===== config.mk =====
export PLATFORM = sky130hd
export DESIGN_NAME = alu_accumulator_flat
export DESIGN_NICKNAME = d
export VERILOG_FILES = /design/src/rtl/alu_acc_pkg.sv /design/src/rtl/alu_accumulator_if.sv /design/src/rtl/acc_addsub_core.sv /design/src/rtl/alu_accumulator.sv /design/src/flat_wrapper.sv
export SDC_FILE = /design/constraint.sdc
export NUM_CORES = 1
export LEC_CHECK = 0
export CORE_UTILIZATION = 47
export CTS_BUF_LIST = sky130_fd_sc_hd__clkbuf_4
export DETAILED_ROUTE_END_ITERATION = 7
export GPL_ROUTABILITY_DRIVEN = 1
export PLACE_DENSITY_LB_ADDON = 0.08
export SYNTH_ARGS = -nofsm -noshare
export SYNTH_HDL_FRONTEND = slang
export SYNTH_SLANG_ARGS = --single-unit

===== constraint.sdc =====
create_clock -name clk -period 2.04 [get_ports clk]
set_input_delay 0.306 -clock clk [delete_from_list [all_inputs] [get_ports clk]]
set_output_delay 0.306 -clock clk [all_outputs]
set_load 0.03 [all_outputs]

===== src/rtl/alu_acc_pkg.sv =====
// Shared types and constants for the accumulator stage: opcodes, default width,
// and signed-limit helpers used when saturation is enabled.
package alu_acc_pkg;

    localparam int unsigned ACC_WIDTH = 4;
    localparam int unsigned MAX_WIDTH = 64;

    typedef enum logic [1:0] {
        OP_CLR  = 2'b00,
        OP_LOAD = 2'b01,
        OP_ADD  = 2'b10,
        OP_SUB  = 2'b11
    } op_t;

    // Largest positive two's complement value of a w-bit word (0111..1).
    function automatic logic [MAX_WIDTH-1:0] signed_max(input int unsigned w);
        return (MAX_WIDTH'(1) << (w - 1)) - MAX_WIDTH'(1);
    endfunction

    // Most negative two's complement value of a w-bit word (1000..0).
    function automatic logic [MAX_WIDTH-1:0] signed_min(input int unsigned w);
        return MAX_WIDTH'(1) << (w - 1);
    endfunction

endpackage


===== src/rtl/alu_accumulator_if.sv =====
// Command/result bus of the accumulator stage: upstream valid/ready command
// channel plus the downstream result/flags channel.
interface alu_accumulator_if
    import alu_acc_pkg::*;
#(
    parameter int unsigned WIDTH = ACC_WIDTH
) ();

    logic             in_valid;
    logic             in_ready;
    op_t              op;
    logic [WIDTH-1:0] operand;
    logic             out_valid;
    logic             out_ready;
    logic [WIDTH-1:0] acc;
    logic             carry;
    logic             zero;
    logic             ovf;

    modport master (
        output in_valid, op, operand, out_ready,
        input  in_ready, out_valid, acc, carry, zero, ovf
    );

    modport slave (
        input  in_valid, op, operand, out_ready,
        output in_ready, out_valid, acc, carry, zero, ovf
    );

endinterface


===== src/rtl/acc_addsub_core.sv =====
// Combinational A +/- B: mode m=1 subtracts by inverting B and injecting a carry-in.
module acc_addsub_core #(
    parameter int unsigned WIDTH = 4
) (
    input  logic [WIDTH-1:0] a,
    input  logic [WIDTH-1:0] b,
    input  logic             m,
    output logic [WIDTH-1:0] sum,
    output logic             carry,
    output logic             ovf
);

    logic [WIDTH-1:0] b_eff;

    assign b_eff = b ^ {WIDTH{m}};
    assign {carry, sum} = (WIDTH+1)'(a) + (WIDTH+1)'(b_eff) + (WIDTH+1)'(m);
    // Signed overflow: addends agree in sign but the result does not.
    assign ovf = (a[WIDTH-1] == b_eff[WIDTH-1]) && (sum[WIDTH-1] != a[WIDTH-1]);

endmodule


===== src/rtl/alu_accumulator.sv =====
// Flow-controlled accumulator stage (CLR/LOAD/ADD/SUB) with carry/zero/ovf flags.
// Define ALU_ACCUMULATOR_SAT_EN to saturate ADD/SUB overflow to the signed limits.
module alu_accumulator
    import alu_acc_pkg::*;
#(
    parameter int unsigned WIDTH = ACC_WIDTH
) (
    input logic               clk,
    input logic               rst,
    alu_accumulator_if.slave  bus
);

    typedef enum logic {
        ST_EMPTY = 1'b0,
        ST_FULL  = 1'b1
    } state_t;

    state_t           state_q, state_d;
    logic [WIDTH-1:0] acc_q, acc_d;
    logic             carry_q, carry_d;
    logic             zero_q, zero_d;
    logic             ovf_q, ovf_d;

    logic             accept;
    logic [WIDTH-1:0] core_sum;
    logic             core_carry;
    logic             core_ovf;

`ifdef ALU_ACCUMULATOR_SAT_EN
    localparam logic [WIDTH-1:0] SAT_MAX = WIDTH'(signed_max(WIDTH));
    localparam logic [WIDTH-1:0] SAT_MIN = WIDTH'(signed_min(WIDTH));
`endif

    assign bus.in_ready  = (state_q == ST_EMPTY) || bus.out_ready;
    assign accept        = bus.in_valid && bus.in_ready;

    assign bus.out_valid = (state_q == ST_FULL);
    assign bus.acc       = acc_q;
    assign bus.carry     = carry_q;
    assign bus.zero      = zero_q;
    assign bus.ovf       = ovf_q;

    acc_addsub_core #(.WIDTH(WIDTH)) u_core (
        .a     (acc_q),
        .b     (bus.operand),
        .m     (bus.op == OP_SUB),
        .sum   (core_sum),
        .carry (core_carry),
        .ovf   (core_ovf)
    );

    // State and result registers
    always_ff @(posedge clk or posedge rst) begin
        if (rst) begin
            state_q <= ST_EMPTY;
            acc_q   <= '0;
            carry_q <= 1'b0;
            zero_q  <= 1'b0;
            ovf_q   <= 1'b0;
        end else begin
            state_q <= state_d;
            acc_q   <= acc_d;
            carry_q <= carry_d;
            zero_q  <= zero_d;
            ovf_q   <= ovf_d;
        end
    end

    // Next-state and next-result logic; everything holds unless a command is accepted
    always_comb begin
        state_d = state_q;
        acc_d   = acc_q;
        carry_d = carry_q;
        zero_d  = zero_q;
        ovf_d   = ovf_q;

        unique case (state_q)
            ST_EMPTY: if (accept) state_d = ST_FULL;
            ST_FULL: begin
                if (accept)              state_d = ST_FULL;
                else if (bus.out_ready)  state_d = ST_EMPTY;
            end
            default: state_d = ST_EMPTY;
        endcase

        if (accept) begin
            unique case (bus.op)
                OP_CLR: begin
                    acc_d   = '0;
                    carry_d = 1'b0;
                    ovf_d   = 1'b0;
                end
                OP_LOAD: begin
                    acc_d   = bus.operand;
                    carry_d = 1'b0;
                    ovf_d   = 1'b0;
                end
                default: begin
                    carry_d = core_carry;
                    ovf_d   = core_ovf;
`ifdef ALU_ACCUMULATOR_SAT_EN
                    // Overflow direction follows the accumulator sign (addends share it).
                    if (core_ovf) acc_d = acc_q[WIDTH-1] ? SAT_MIN : SAT_MAX;
                    else          acc_d = core_sum;
`else
                    acc_d   = core_sum;
`endif
                end
            endcase
            zero_d = (acc_d == '0);
        end
    end

    a_op_known: assert property (@(posedge clk) disable iff (rst)
        bus.in_valid |-> !$isunknown(bus.op));

endmodule

===== src/flat_wrapper.sv =====
// flat-port wrapper written by rule: the top's interface ports become plain ports
module alu_accumulator_flat import alu_acc_pkg::*;
#(
    parameter int unsigned WIDTH = ACC_WIDTH
)
  (clk, rst, bus_in_valid, bus_op, bus_operand, bus_out_ready, bus_in_ready, bus_out_valid, bus_acc, bus_carry, bus_zero, bus_ovf);
  alu_accumulator_if #(.WIDTH(WIDTH)) bus_i ();
  input logic clk;
  input logic rst;
  input wire logic [$bits(bus_i.in_valid)-1:0] bus_in_valid;
  input wire logic [$bits(bus_i.op)-1:0] bus_op;
  input wire logic [$bits(bus_i.operand)-1:0] bus_operand;
  input wire logic [$bits(bus_i.out_ready)-1:0] bus_out_ready;
  output wire logic [$bits(bus_i.in_ready)-1:0] bus_in_ready;
  output wire logic [$bits(bus_i.out_valid)-1:0] bus_out_valid;
  output wire logic [$bits(bus_i.acc)-1:0] bus_acc;
  output wire logic [$bits(bus_i.carry)-1:0] bus_carry;
  output wire logic [$bits(bus_i.zero)-1:0] bus_zero;
  output wire logic [$bits(bus_i.ovf)-1:0] bus_ovf;
  assign bus_i.in_valid = bus_in_valid;
  assign bus_i.op = bus_op;
  assign bus_i.operand = bus_operand;
  assign bus_i.out_ready = bus_out_ready;
  assign bus_in_ready = bus_i.in_ready;
  assign bus_out_valid = bus_i.out_valid;
  assign bus_acc = bus_i.acc;
  assign bus_carry = bus_i.carry;
  assign bus_zero = bus_i.zero;
  assign bus_ovf = bus_i.ovf;
  alu_accumulator #(.WIDTH(WIDTH)) u_core (.clk(clk), .rst(rst), .bus(bus_i));
endmodule

==> impl_metrics.tcl, run 1 <==
set metrics [dict create \
    outcome "finished, final reports clean" \
    synth_xor_area_frac 0.06958 \
    period_share 0.9763 \
    dieArea_sq_um 1490 \
    crit_buf_inv 2 \
    htreeDepth 1 \
    finalSetupViolCount 0 \
    diodes 0 \
    io_buffers 18 \
    dp_slack_ps -457.2 \
    clk_pin_slew_ps 70 \
    synth_top_area_cell "dfrtp_1" \
    grt_pass1_vias 659 \
    cts_made_buffers 3 \
    cts_tree "done" \
    p_leak_nw 0.4819 \
    clockBufferDepth 2 \
    yosys.area_share.simple 0.1690 \
    drv_slew 0 \
    area_growth_pct 60.24 \
    drtIter0Drc 24 \
    cp_slowest_cell "clkdlybuf4s50_1" \
    cts_hold_buffers 0 \
    synth_area_sq_um 629.4 \
    final.setup.tns_ps 0 \
    synthCells 65 \
    r2r_start "u_core.bus.acc[0]" \
    via_per_inst 5.546 \
    dp_hpwl_mm 1.286 \
    totalWireLength_mm 1.871 \
    n_fill_cell 68 \
    root_buffer "clkbuf_4" \
    clock-sinks 8 \
    start_kind "primary input" \
    vias 660 \
    clock_skew_ps 4.209 \
    dieHeight_microns 38.60 \
    critical-path-top-delay-family "buffers and inverters" \
    drv_cap 0 \
    synthTopCellsByArea "dfrtp_1 (32%), ha_1 (8.0%), xnor2_1 (7.0%)" \
    final_antenna_net_count 0 \
    drive_gt1_frac 0.3333 \
    syn_nets 80 \
    cpPeakStageDelay_ps 470 \
    grt_max_degree 11 \
    rows 12 \
    rsz0062_at_grt "false" \
    crit_chain "clkdlybuf4s50_1 > xnor2_2 > ha_1 > buf_4 > nand4_2 > o311ai_4 > mux2_4 > a32o_1" \
    clk_latency_ps 270 \
    synthMuxAreaShare 0.02386 \
    setup_slack_ps 48.26 \
    irDropWorstVdd_mv 0.5213 \
    grt-busiest-layer "met2" \
    synth.avg_cell_area_sq_um 9.682 \
    p_per_area_nw_per_um2 988.0 \
    routedWlPerCell_microns 15.72 \
    relSlewSlack 0.7526 \
    tightest_slew_ps 370.6 \
    globalplace.congestion 0.8182 \
    drt-pass1-iter-count 4 \
    hp-class "in2async" \
    fin_util 0.8611 \
    path_class "in2reg" \
    ys_ff_latch 8 \
    track_usage 0.2961 \
    fp.coreArea_sq_um 1171 \
    pin_count 19 \
    grt_pass1_wl_mm 2.870 \
    critPathCaptureType "flip-flop" \
    met2_usage 0.5167 \
    nets 121 \
    yosysTopAreaCellShare 0.3181 \
    critPathArrivalTime_ps 2160 \
    synth_cell_types 31 \
    hold_violations 0 \
    fmax_ghz 0.5021 \
    required_ps 2210 \
    cp-startpoint "bus_operand[2]" \
    seq_area_frac_synth 0.3181 \
    initial_core_util 0.5374 \
    fin_crit_ps 1992 \
    critical_path.max_fanout 2 \
    synth_fa_ha_area_frac 0.1113 \
    synth_top_family_by_area "compound AO/OA/AOI/OAI gates" \
    synth_compound_area_frac 0.2505 \
    synth_warnings 0 \
    overflow 0 \
    antenna_found_initial 0 \
    grtUsageMet3 0.05780 \
    route.detailed.drc 0 \
    grt_use_met1 0.3382 \
    die_w_microns 38.60 \
]
worst reg2reg max path: stages, from the launching register on:
cell and delay, ps:
dfrtp_2 410, nand2_1 80, o21a_1 140, fa_1 450, nand2_1 110, o32ai_1 70
o31a_1 290, a32o_1 250
final timing paths:
| kind | slack [ps] | endpoint | cells after the start |
|---|---|---|---|
| max in group asynchronous | 1440 | u_core.bus.acc[0] | 2 |
| max reg2reg | 130 | u_core.bus.zero | 7 |
| max | 50 | u_core.bus.zero | 8 |
| min | 310 | u_core.bus.carry | 2 |
| min reg2reg | 490 | u_core.bus.ovf | 2 |
| min in group clk | 490 | u_core.bus.ovf | 2 |
logic make-up after synthesis:
| group | count (synthesis) |
|---|---|
| AND/OR/NAND/NOR | 20 |
| AO/OA/AOI/OAI | 19 |
| flip-flops | 8 |
| buffers and inverters | 7 |
| XOR/XNOR | 5 |
| adder cells (fa/ha/maj) | 5 |
| multiplexers | 1 |
sequential cells by signal, summed over array words and instances, names as in the netlist:
name                  flops
u_core.bus.acc            4
u_core.bus.out_valid      1
u_core.bus.ovf            1
u_core.bus.carry          1
u_core.bus.zero           1
power by group:
part           internal (W)  switching (W)  total [W]
combinational      0.000309       0.000294   0.000603
sequential         0.000198      0.0000326   0.000230
clock             0.0000891      0.0000735   0.000163
cells in the mapped netlist:
| master | n |
|---|---|
| xnor2_1 | 5 |
| nand2_2 | 1 |
| nor3_1 | 1 |
| a22o_1 | 1 |
| ha_1 | 4 |
| nor2_1 | 1 |
| dfrtp_1 | 8 |
| o21a_1 | 2 |
| buf_6 | 1 |
| a221oi_1 | 1 |
| nor2b_2 | 1 |
| o31ai_1 | 1 |
| a21oi_2 | 1 |
| nor2b_1 | 1 |
| o311ai_4 | 1 |
| a21oi_1 | 4 |
| mux2_4 | 1 |
| o31a_1 | 1 |
| inv_1 | 4 |
| nand2_1 | 9 |
| nand3_1 | 1 |
| o21ai_0 | 1 |
| a32o_1 | 1 |
| nand2b_1 | 4 |
| a22oi_1 | 1 |
| o21ai_1 | 2 |
| o31ai_2 | 1 |
| buf_2 | 2 |
| nand4_2 | 1 |
| o32ai_1 | 1 |
| fa_1 | 1 |
cell type report:
cell class                 instances  area, sq um  share of cell area
inverter                           4        15.01             0.01489
clock buffer                       4        30.03             0.02978
timing repair buffer              39        336.6              0.3337
tap                               14        17.52             0.01737
sequential                         8        201.4              0.1998
multi-input combinational         50        407.9              0.4045
layer usage:
metal,up-vias,share of wire
met4,0,0.019
met5,-,0
met1,322,0.43
met2,20,0.51
met3,7,0.036
li1,311,-
per-stage QoR:
stage | hold slack (ps) | total power, W | cell area (sq um) | instances
final | 307.1 | 0.0009964 | 1008 | 119
after global routing | 354.0 | 0.001044 | 1008 | 119
after CTS | 317.9 | 0.0009796 | 998.5 | 119
after detailed placement | 483.1 | 0.0007862 | 942.2 | 112
after global placement | 471.3 | 0.0007727 | 942.2 | 112
after floorplan | 121.6 | 0.0005530 | 630.6 | 65
repair_timing:
| action | 4_1_cts | 5_1_grt |
|---|---|---|
| endpoints found under the setup margin | 3 | 1 |
| pin swaps | 5 | 2 |
| buffers inserted | 3 | 0 |
| gates resized for setup | 4 | 2 |
cells in the final DEF (no fill, tap or decap), types with 2 or more instances in the layout:
master	synthesis	routed
inv_1	4	4
ha_1	4	4
nand2_1	9	9
clkbuf_4	0	4
dlygate4sd2_1	0	3
o21a_1	2	2
nand2b_1	4	4
xnor2_2	0	2
o21ai_1	2	2
xnor2_1	5	3
a21oi_1	4	4
clkdlybuf4s50_1	0	14
dfrtp_1	8	7
buf_4	0	21
Note: power is estimated with default switching activity, not from simulation.
==> inputs of run 2 (changes only) <==
--- a/config.mk
+++ b/config.mk
@@ -5,6 +5,7 @@
 export SDC_FILE = /design/constraint.sdc
 export NUM_CORES = 1
 export LEC_CHECK = 0
+export ABC_CLOCK_PERIOD_IN_PS = 2040
 export CORE_UTILIZATION = 47
 export CTS_BUF_LIST = sky130_fd_sc_hd__clkbuf_4
 export DETAILED_ROUTE_END_ITERATION = 7
==> results of run 2 <==
Same layout as run 1: the final DEF is identical, and so are final timing and power.
